<file path="src/rtl/array_alloc_pkg.sv">
// Shared types and constants for the array heap allocator.
// Imported by the allocator, its arbiter and the requester interface.
package array_alloc_pkg;

    localparam int MEM_ELEM_W = 12;

    localparam logic OP_ALLOC = 1'b0;
    localparam logic OP_FREE  = 1'b1;

    typedef enum logic [0:0] {
        IDLE = 1'b0,
        EXEC = 1'b1
    } state_e;

    typedef logic [MEM_ELEM_W-1:0] handle_t;

endpackage

</file>
<file path="src/rtl/array_allocator_if.sv">
// Requester-side bus of the array allocator: request inputs, per-requester
// ack and shared response/status outputs.
interface array_allocator_if #(
    parameter int MemoryElementWidth = 12,
    parameter int NReq               = 2
);
    logic [NReq-1:0]                    req_valid;
    logic [NReq-1:0]                    req_free;
    logic [NReq*MemoryElementWidth-1:0] req_array;
    logic [NReq-1:0]                    ack;
    logic [MemoryElementWidth-1:0]      rsp_array;
    logic                               rsp_error;
    logic                               size_clr;
    logic [MemoryElementWidth-1:0]      size_clr_idx;
    logic [MemoryElementWidth-1:0]      allocs;
    logic [MemoryElementWidth-1:0]      in_use;
    logic                               busy;

    modport master (
        output req_valid, req_free, req_array,
        input  ack, rsp_array, rsp_error, size_clr, size_clr_idx,
        input  allocs, in_use, busy
    );

    modport slave (
        input  req_valid, req_free, req_array,
        output ack, rsp_array, rsp_error, size_clr, size_clr_idx,
        output allocs, in_use, busy
    );
endinterface

</file>
<file path="src/rtl/array_allocator_rr_arbiter.sv">
// Combinational round-robin arbiter: the first set request at or after
// i_ptr (wrapping) wins; the pointer register lives in the parent.
module rr_arbiter #(
    parameter int NReq  = 2,
    parameter int PTR_W = 1
) (
    input  logic [NReq-1:0]  i_req,
    input  logic [PTR_W-1:0] i_ptr,
    output logic [NReq-1:0]  o_grant,
    output logic [PTR_W-1:0] o_idx,
    output logic             o_any
);

    logic             w_found;
    logic [PTR_W:0]   w_sum;
    logic [PTR_W-1:0] w_cand;

    always_comb begin
        o_grant = '0;
        o_idx   = '0;
        w_found = 1'b0;
        w_sum   = '0;
        w_cand  = '0;
        for (int i = 0; i < NReq; i++) begin
            w_sum = {1'b0, i_ptr} + (PTR_W+1)'(i);
            if (w_sum >= (PTR_W+1)'(NReq))
                w_sum = w_sum - (PTR_W+1)'(NReq);
            w_cand = w_sum[PTR_W-1:0];
            if (!w_found && i_req[w_cand]) begin
                w_found         = 1'b1;
                o_grant[w_cand] = 1'b1;
                o_idx           = w_cand;
            end
        end
    end

    assign o_any = |i_req;

endmodule

</file>
<file path="src/rtl/array_allocator.sv">
// Array heap allocator: freed-handle LIFO, high-water counter and in-use
// bitmap, serving NReq requesters round-robin through a two-state FSM.
module array_allocator
    import array_alloc_pkg::*;
#(
    parameter int MemoryElementWidth = MEM_ELEM_W,
    parameter int NArrays            = 16,
    parameter int NReq               = 2
) (
    input  logic          clock,
    input  logic          run,
    array_allocator_if.slave bus
);

    localparam int MW    = MemoryElementWidth;
    localparam int PTR_W = (NReq > 1) ? $clog2(NReq) : 1;
    localparam int IDX_W = (NArrays > 1) ? $clog2(NArrays) : 1;

    localparam logic [0:0] S_IDLE = IDLE;
    localparam logic [0:0] S_EXEC = EXEC;

    logic [0:0]         r_state;
    logic [PTR_W-1:0]   r_rr_ptr;
    logic [PTR_W-1:0]   r_win_idx;
    logic               r_win_op;
    handle_t            r_win_handle;
    logic [MW-1:0]      r_freed_top;
    logic [MW-1:0]      r_allocs;
    logic [MW-1:0]      r_in_use;
    logic [NArrays-1:0] r_bitmap;
    handle_t            r_freed [NArrays];
    logic [NReq-1:0]    r_ack;
    logic [MW-1:0]      r_rsp_array;
    logic               r_rsp_error;
    logic               r_size_clr;
    logic [MW-1:0]      r_size_clr_idx;

    logic [NReq-1:0]    w_grant;
    logic [PTR_W-1:0]   w_win_idx;
    logic               w_any;
    handle_t            w_sel_handle;
    logic               w_stack_hit;
    logic               w_alloc_ok;
    handle_t            w_alloc_handle;
    logic               w_free_ok;
    logic               w_push;
    logic [PTR_W-1:0]   w_next_ptr;

    rr_arbiter #(
        .NReq  (NReq),
        .PTR_W (PTR_W)
    ) u_arb (
        .i_req   (bus.req_valid),
        .i_ptr   (r_rr_ptr),
        .o_grant (w_grant),
        .o_idx   (w_win_idx),
        .o_any   (w_any)
    );

    always_comb begin
        w_sel_handle = '0;
        for (int r = 0; r < NReq; r++) begin
            if (w_grant[r])
                w_sel_handle = bus.req_array[r*MW +: MW];
        end
    end

    // Reuse freed handles first (LIFO), then grow the high-water mark.
    assign w_stack_hit    = (r_freed_top != '0);
    assign w_alloc_ok     = w_stack_hit || (r_allocs < MW'(NArrays));
    assign w_alloc_handle = w_stack_hit ? r_freed[IDX_W'(r_freed_top - MW'(1))] : r_allocs;
    // The range test guards the bitmap index against handles outside the heap.
    assign w_free_ok      = (r_win_handle < r_allocs) && r_bitmap[IDX_W'(r_win_handle)];
    assign w_push         = run && (r_state == S_EXEC) && (r_win_op == OP_FREE) && w_free_ok;
    assign w_next_ptr     = (r_win_idx == PTR_W'(NReq-1)) ? '0 : r_win_idx + PTR_W'(1);

    always_ff @(posedge clock) begin
        if (r_state == S_IDLE && w_any) begin
            r_win_idx    <= w_win_idx;
            r_win_op     <= bus.req_free[w_win_idx];
            r_win_handle <= w_sel_handle;
        end
        if (w_push)
            r_freed[IDX_W'(r_freed_top)] <= r_win_handle;
    end

    always_ff @(posedge clock) begin
        if (!run) begin
            r_state        <= S_IDLE;
            r_rr_ptr       <= '0;
            r_freed_top    <= '0;
            r_allocs       <= '0;
            r_in_use       <= '0;
            r_bitmap       <= '0;
            r_ack          <= '0;
            r_rsp_array    <= '0;
            r_rsp_error    <= 1'b0;
            r_size_clr     <= 1'b0;
            r_size_clr_idx <= '0;
        end else begin
            r_ack          <= '0;
            r_rsp_array    <= '0;
            r_rsp_error    <= 1'b0;
            r_size_clr     <= 1'b0;
            r_size_clr_idx <= '0;
            case (r_state)
                S_IDLE: begin
                    if (w_any)
                        r_state <= S_EXEC;
                end
                S_EXEC: begin
                    r_state  <= S_IDLE;
                    r_ack    <= NReq'(1) << r_win_idx;
                    r_rr_ptr <= w_next_ptr;
                    if (r_win_op == OP_ALLOC) begin
                        if (w_alloc_ok) begin
                            if (w_stack_hit)
                                r_freed_top <= r_freed_top - MW'(1);
                            else
                                r_allocs <= r_allocs + MW'(1);
                            r_bitmap[IDX_W'(w_alloc_handle)] <= 1'b1;
                            r_in_use       <= r_in_use + MW'(1);
                            r_rsp_array    <= w_alloc_handle;
                            r_size_clr     <= 1'b1;
                            r_size_clr_idx <= w_alloc_handle;
                        end else begin
                            r_rsp_error <= 1'b1;
                        end
                    end else begin
                        if (w_free_ok) begin
                            r_freed_top <= r_freed_top + MW'(1);
                            r_bitmap[IDX_W'(r_win_handle)] <= 1'b0;
                            r_in_use    <= r_in_use - MW'(1);
                        end else begin
                            r_rsp_error <= 1'b1;
                        end
                    end
                end
                default: r_state <= S_IDLE;
            endcase
        end
    end

    assign bus.ack          = r_ack;
    assign bus.rsp_array    = r_rsp_array;
    assign bus.rsp_error    = r_rsp_error;
    assign bus.size_clr     = r_size_clr;
    assign bus.size_clr_idx = r_size_clr_idx;
    assign bus.allocs       = r_allocs;
    assign bus.in_use       = r_in_use;
    assign bus.busy         = (r_state == S_EXEC);

endmodule

</file>
<file path="src/flat_wrapper.sv">
// flat-port wrapper written by rule: the top's interface ports become plain ports
module array_allocator_flat import array_alloc_pkg::*;
#(
    parameter int MemoryElementWidth = MEM_ELEM_W,
    parameter int NArrays            = 16,
    parameter int NReq               = 2
)
  (clock, run, bus_req_valid, bus_req_free, bus_req_array, bus_ack, bus_rsp_array, bus_rsp_error, bus_size_clr, bus_size_clr_idx, bus_allocs, bus_in_use, bus_busy);
  array_allocator_if #(.MemoryElementWidth(MemoryElementWidth), .NReq(NReq)) bus_i ();
  input  logic clock;
  input  logic run;
  input wire logic [$bits(bus_i.req_valid)-1:0] bus_req_valid;
  input wire logic [$bits(bus_i.req_free)-1:0] bus_req_free;
  input wire logic [$bits(bus_i.req_array)-1:0] bus_req_array;
  output wire logic [$bits(bus_i.ack)-1:0] bus_ack;
  output wire logic [$bits(bus_i.rsp_array)-1:0] bus_rsp_array;
  output wire logic [$bits(bus_i.rsp_error)-1:0] bus_rsp_error;
  output wire logic [$bits(bus_i.size_clr)-1:0] bus_size_clr;
  output wire logic [$bits(bus_i.size_clr_idx)-1:0] bus_size_clr_idx;
  output wire logic [$bits(bus_i.allocs)-1:0] bus_allocs;
  output wire logic [$bits(bus_i.in_use)-1:0] bus_in_use;
  output wire logic [$bits(bus_i.busy)-1:0] bus_busy;
  assign bus_i.req_valid = bus_req_valid;
  assign bus_i.req_free = bus_req_free;
  assign bus_i.req_array = bus_req_array;
  assign bus_ack = bus_i.ack;
  assign bus_rsp_array = bus_i.rsp_array;
  assign bus_rsp_error = bus_i.rsp_error;
  assign bus_size_clr = bus_i.size_clr;
  assign bus_size_clr_idx = bus_i.size_clr_idx;
  assign bus_allocs = bus_i.allocs;
  assign bus_in_use = bus_i.in_use;
  assign bus_busy = bus_i.busy;
  array_allocator #(.MemoryElementWidth(MemoryElementWidth), .NArrays(NArrays), .NReq(NReq)) u_core (.clock(clock), .run(run), .bus(bus_i));
endmodule
</file>
<file path="config.mk">
export PLATFORM = sky130hd
export DESIGN_NAME = array_allocator_flat
export DESIGN_NICKNAME = d
export VERILOG_FILES = /design/src/rtl/array_alloc_pkg.sv /design/src/rtl/array_allocator_if.sv /design/src/rtl/array_allocator_rr_arbiter.sv /design/src/rtl/array_allocator.sv /design/src/flat_wrapper.sv
export SDC_FILE = /design/constraint.sdc
export NUM_CORES = 1
export LEC_CHECK = 0
export ABC_AREA = 1
export BUFFER_PORTS_ARGS = -buffer_cell sky130_fd_sc_hd__buf_2
export CORE_MARGIN = 1
export CORE_UTILIZATION = 55
export CTS_BUF_LIST = sky130_fd_sc_hd__clkbuf_2
export CTS_CLUSTER_DIAMETER = 80
export DETAILED_ROUTE_END_ITERATION = 8
export GPL_TIMING_DRIVEN = 0
export PLACE_DENSITY = 0.82
export REMOVE_ABC_BUFFERS = 1
export SYNTH_ARGS = -nofsm -noshare
export SYNTH_HDL_FRONTEND = slang
export SYNTH_SLANG_ARGS = --single-unit
</file>
<file path="constraint.sdc">
create_clock -name clock -period 3.3 [get_ports clock]
set_clock_uncertainty 0.15 [all_clocks]
set_input_delay 0.33 -clock clock [delete_from_list [all_inputs] [get_ports clock]]
set_output_delay 0.33 -clock clock [all_outputs]
set_load 0.02 [all_outputs]
</file>
Yosys cells after proc, flatten, opt, wreduce, memory -nomap -nowiden
Memory sizes are Yosys's and may differ from the RTL's.
Cells that the tools add are included.
{"block": "word_totals", "regBits": 84, "latchBits": 0, "ram_bits": 192, "mem_bits_ro": 0, "input_bits": 30, "output_inout_bits": 53, "elab_cells": 114, "n_memories": 1}
{"name": "u_core.r_freed", "words": 16, "word_bits": 12, "read_ports": 1, "rd_clocked_by_memory_dff": 0, "wr": 1, "line_no": "array_allocator.sv:31", "rtl": "handle_t r_freed [NArrays];"}
{"block": "classes", "addsub": 9, "multipliers": 0, "div_mod_pow": 0, "magnitude_cmp": 13, "eq_ne": 1, "n_shift": 1, "mux": 45, "bitwise": 9, "n_reduce_logical": 22}
{"op": "$mux 12", "n": 10}
{"op": "$mux 16", "n": 3}
{"op": "$add 12x1->12 const B", "n": 3}
{"op": "$mux 1", "n": 24}
{"op": "$sub 12x1->12 const B", "n": 2}
{"op": "$and 16x16->16", "n": 1}
{"op": "$not 16->16", "n": 1}
{"op": "$or 16x16->16", "n": 1}
{"op": "$lt 12x12->1", "n": 1}
{"op": "$lt 12x5->1 const B", "n": 1}
{"op": "$reduce_bool 12->1", "n": 1}
{"op": "$logic_and 1x1->1", "n": 10}
{"op": "$lt 4x5->1 const B", "n": 2}
{"op": "$demux 1 s4", "n": 2}
{"op": "$ge 4x1->1 const B", "n": 2}
{"op": "$reduce_and 4->1", "n": 2}
{"op": "$lt 1x2->1 const B", "n": 3}
{"op": "$not 1->1", "n": 5}
{"op": "$bmux 1 s4", "n": 1}
{"op": "$mux 2", "n": 2}
{"op": "$reduce_bool 2->1", "n": 2}
{"op": "$reduce_or 4->1", "n": 1}
{"op": "$reduce_and 3->1", "n": 1}
{"op": "$reduce_or 3->1", "n": 1}
{"op": "other kinds (15)", "n": 18}

Longest topological paths before layout
{"block": "logic_depth", "depth_word": 11, "mapped_depth": 18, "ltp_nobuf": 16}

Cells and area by module
Synthesis repeated with hierarchy kept, for this count alone.
{"block": "hier_totals", "cells_unflattened": 1363, "hier_area_um2": 12891.1}
{"mod": "array_allocator", "n_inst": 1, "cells_per_inst": 1356, "area_per_inst_um2": 12861.1, "seq_area_each_um2": 7587.3}
{"mod": "rr_arbiter", "n_inst": 1, "cells_per_inst": 7, "area_per_inst_um2": 30.0, "seq_area_each_um2": 0.0}

Worst setup path before layout
Ideal clock, no wire load.
{"block": "synth_timing", "path_kind": "reg2reg", "start": "register u_core.r_win_handle[11]", "end": "memory u_core.r_freed[15][0] (netlist bit) (enable)", "setup_ps": 396, "arrival_time_ps": 2696, "required_ps": 2754, "setup_slack_ps": 57, "path_stages_with_launch": 12, "path_buffers": 0, "period_less_slack_ps": 3243, "path_cell_list": "edfxtp_1 > ha_1 > a21oi_1 > o21a_1 > nand2_1 > nor2_1 > nand2_1 > nand2_2 > nand3_1 > nor2_2 > inv_2 > nor3_1"}
{"block": "synth_between", "elab_chain_len": 5}
{"element": "start, declared", "line_no": "array_allocator.sv:26", "rtl": "handle_t r_win_handle;"}
{"element": "start signal, assigned", "line_no": "array_allocator.sv:81", "rtl": "r_win_handle <= w_sel_handle;"}
{"element": "$lt 12x12->1", "line_no": "array_allocator.sv:73", "rtl": "assign w_free_ok = (r_win_handle < r_allocs) && r_bitmap[IDX_W'(r_win_handle)];"}
{"element": "$logic_and 1x1->1", "line_no": "array_allocator.sv:73"}
{"element": "$logic_and 1x1->1", "line_no": "array_allocator.sv:74", "rtl": "assign w_push = run && (r_state == S_EXEC) && (r_win_op == OP_FREE) && w_free_ok;"}
{"element": "$mux 1", "line_no": "array_allocator.sv:83", "rtl": "if (w_push)"}
{"element": "$mux 1 (implied by the code)", "line_no": "array_allocator.sv:84", "rtl": "r_freed[IDX_W'(r_freed_top)] <= r_win_handle;"}
{"element": "end, declared", "line_no": "array_allocator.sv:31"}
No other way between the ends.

Worst setup path in the final report
{"block": "layout_timing", "start": "register u_core.r_win_handle[7]", "end": "memory u_core.r_freed[3][6] (netlist bit) (enable)"}
Same word-level chain as after synthesis.

==> key figures <==
STA
  – Min Hold Slack: ~180 ps
  – Tcrit/Tclk final: 104%
  – Setup ws final: -130 ps
  – Fin. Hold Viols: 0
  – Pins over their slew limit: 0
  – Slew Limit Headroom: 17.1%
  – Minimum clock period after layout: 3430 ps
  – Final setup fails: between 80 and 90
  – Tightest Pin Transition: around 1200 ps
  – Fmax: 292 MHz

Power
  – Pleak: around 0.0063 uW
  – Worst IR drop on VDD: about 0.38 mV
  – Clock power share: approximately 29%
  – P_sw: 3000 uW
  – Combinational share of power: approximately a quarter
  – P_int: between 5000 and 6000 uW
  – Sw frac: between 30% and 40%
  – Tot Pwr: approximately 8700 uW
  – Sequential share of power: a little under half
  – Cell area power density: 572 mW/mm2

Worst setup path
  – Crit Path Category: reg -> reg
  – Reg2Reg Depth: 13
  – R2R Setup Slk: -130 ps
  – Critical-path maximum fanout: 13
  – CP startpoint kind: flip-flop
  – R2R Path Start: u_core.r_win_handle[7]$_DFFE_PP_
  – Worst EP arrival: between 3000 and 4000 ps
  – R2R Path End: u_core.r_freed[3][6]$_DFFE_PP_
  – Worst Setup End Kind: flip-flop
  – Req. time, crit path: between 3000 and 4000 ps

Global route
  – First-pass GRT wire length: ~54,000 um
  – Total global-route track usage: 29.7%
  – Vias in the first global route: ~10,000
  – Grt ovf: 0
  – Antenna violations before repair: 2
  – Largest net degree at the start of global routing: 50

Drt
  – DRC violations left: 0
  – Final wirelength: between 30,000 and 40,000 um
  – Vias per inst: just under 6
  – DRT iter0 DRCs: around 1,300
  – Vias: approximately 11,000
  – Per-cell routed wire length: just under 20 um
  – Post-DRT Antenna Nets: 0
  – Drt pass-1 iters: 6

Clock tree
  – CTS tree: done
  – Clock Pin Slew Worst Setup and Hold Paths: 120 ps
  – Clock Latency Late Sink: ~900 ps
  – TritonCTS Buffers: 69
  – Sink Count: ~280
  – H-tree levels: 3
  – Clk root buf: clkbuf_2
  – Bufs on Longest Clock Path: 3

Floorplanning
  – Die width: ~150 um
  – Core footprint: between 0.02 and 0.025 mm2
  – Rows: 55
  – Initial Util: a little under three fifths
  – DIE HEIGHT: roughly 150 um
  – Die area: 0.0239 mm2
  – Ports: 83

Min path
  – Hold endpoint: u_core.r_win_op$_DFFE_PP_
  – Worst hold start: bus_req_free[0]
  – Hold path cells: 3
  – Worst min-delay path category: in -> reg

Logic synthesis
  – Post-synth top cells: nand2_1 (329), edfxtp_1 (206), nor2_1 (140)
  – Mapped cell area: 0.0128 mm2
  – Post-synth EDFFs: about 200
  – Post-synthesis sequential area ratio: a little under 60%
  – Top-count cell post-synth: nand2_1
  – Async SR Flop Fraction: 0%
  – Post-synth top area cell: edfxtp_1
  – Distinct cells, synth: between 40 and 50
  – Synth Instances: between 1,000 and 1,500
  – Synth Register Bits: between 200 and 300
  – Synth top area share: roughly half
  – Ys Warns: 0
  – Top_reg_cell synth: edfxtp_1
  – Syn_area_per_cell: 9.53 um2
  – Top cells by area, synth: edfxtp_1 (48%), dfxtp_1 (11%), nand2_1 (9.7%)

Place
  – Cells after DPL: around 1,600
  – DP HPWL: 18,600 um
  – IO buf count: ~80
  – GPL Wtd Cong: between 0.9 and 1

Finish
  – Final #Nets: 1,570
  – Area growth syn-to-layout: 18.4%
  – Non-Filler Instances: ~1,900
  – Share of cells above drive strength 1: between 10% and 20%

Run status
  – Failing checks: negative setup slack
  – Status: finished, violations left

Flow run
  – Max_cap viols: 0
cells in the final DEF, fill, tap and decap left out, types with 5 or more instances in the layout:
cell type	n
buf_4	37
nand2_1	326
o21ai_0	105
buf_2	83
clkinv_1	15
inv_2	6
o221ai_1	16
clkbuf_2	98
o22ai_1	16
buf_6	5
nor3_4	6
edfxtp_1	206
ha_1	25
dlygate4sd3_1	30
nor2_4	16
o211ai_1	16
nor2_1	127
a21oi_1	55
xor2_1	22
nand4_1	7
buf_12	12
inv_1	127
xnor2_1	5
nor3_1	11
nand3_1	64
dfxtp_1	69
nand2_2	5
nor2_2	8
metal layers:
layer	GRT usage [%]	up-vias	wire, um
met5	0	-	0
met4	20.5	0	2500
met3	7.20	181	3680
met2	48.3	769	16900
met1	34.9	5066	13300
li1	-	4881	-
through the flow:
stage                     setup TNS [ps]  instance area [um2]  util (%)  setup WS (ps)
after floorplan                  -215560                12400         -          -2510
after global placement           -776630                13200      58.0          -6440
after detailed placement         -219320                13400      58.8          -1370
after CTS                              0                15000      66.0           30.1
after global routing               -5160                15100      66.7           -141
final                              -3670                15100      66.7           -130
sequential cells by signal, indices dropped and copies added (netlist names):
name / flops
u_core.bus.ack: 2
u_core.bus.allocs: 12
u_core.bus.busy: 1
u_core.bus.in_use: 12
u_core.bus.rsp_array: 12
u_core.bus.rsp_error: 1
u_core.bus.size_clr: 1
u_core.r_bitmap: 16
u_core.r_freed: 192
u_core.r_freed_top: 12
u_core.r_rr_ptr: 1
u_core.r_win_handle: 12
u_core.r_win_idx: 1
u_core.r_win_op: 1
worst max path at each step:
stage / end / slack (ps) / startpoint / depth (start not counted)
final: u_core.r_freed[3][6]$_DFFE_PP_ / -130 / u_core.r_win_handle[7]$_DFFE_PP_ / 13
after global routing: u_core.r_freed[3][6]$_DFFE_PP_ / -140 / u_core.r_win_handle[7]$_DFFE_PP_ / 13
after CTS: u_core.r_freed[7][7]$_DFFE_PP_ / 30 / u_core.r_win_handle[0]$_DFFE_PP_ / 15
after detailed placement: u_core.r_freed[5][10]$_DFFE_PP_ / -1370 / u_core.r_win_handle[0]$_DFFE_PP_ / 14
after global placement: u_core.r_bitmap[8]$_SDFFE_PN0P_ / -6440 / u_core.r_freed_top[0]$_SDFFE_PN0P_ / 12
after floorplan: u_core.r_bitmap[10]$_SDFFE_PN0P_ / -2510 / u_core.r_freed_top[0]$_SDFFE_PN0P_ / 14
critical path: stages (launching register included):
cell and delay, ps:
edfxtp_1 530, ha_1 370, a21oi_1 230, nand2_1 100, nand2_1 80, nand2_1 50, nor2_1 100, nand2_1 140
nand2_4 200, nand3_2 190, nor2_4 250, inv_2 180, nor3_4 320, buf_6 210
power groups by stage:
stage	logic, uW	clock network [uW]	registers [uW]
2_1_floorplan	1150	0	4090
3_3_place_gp	1640	0	4110
3_5_place_dp	1760	0	4090
4_1_cts	1990	2490	3920
5_1_grt	2350	2720	3930
6_report	2200	2530	3930
cells by family (layout without fill, tap and decap cells):
family | Yosys count | count (layout) | synth area share, %
AND/OR/NAND/NOR | 581 | 581 | 18.9
buffers and inverters | 208 | 429 | 7.02
other | 0 | 2 | 0
multiplexers | 1 | 1 | 0.0880
flip-flops | 276 | 276 | 59.3
adder cells (fa/ha/maj) | 27 | 27 | 2.70
AO/OA/AOI/OAI | 218 | 218 | 9.61
XOR/XNOR | 31 | 31 | 2.36
area by class of cell:
type,count,area (um2)
inverters,135,523
repair buffers,173,1460
clock inverters,23,200
multi-input cells,858,4520
clock buffers,98,490
flip-flops and latches,276,7590
diodes,2,5.00
well taps,285,357
fillers,1590,7560
what timing repair did:
item,CTS,global route
buffers inserted,41,9
setup endpoints to repair,231,217
gates cloned,2,1
hold buffers,30,0
pin swaps,12,4
resized for setup,32,14
endpoints found under the hold margin,44,0
(Power assumes the default switching activity.)
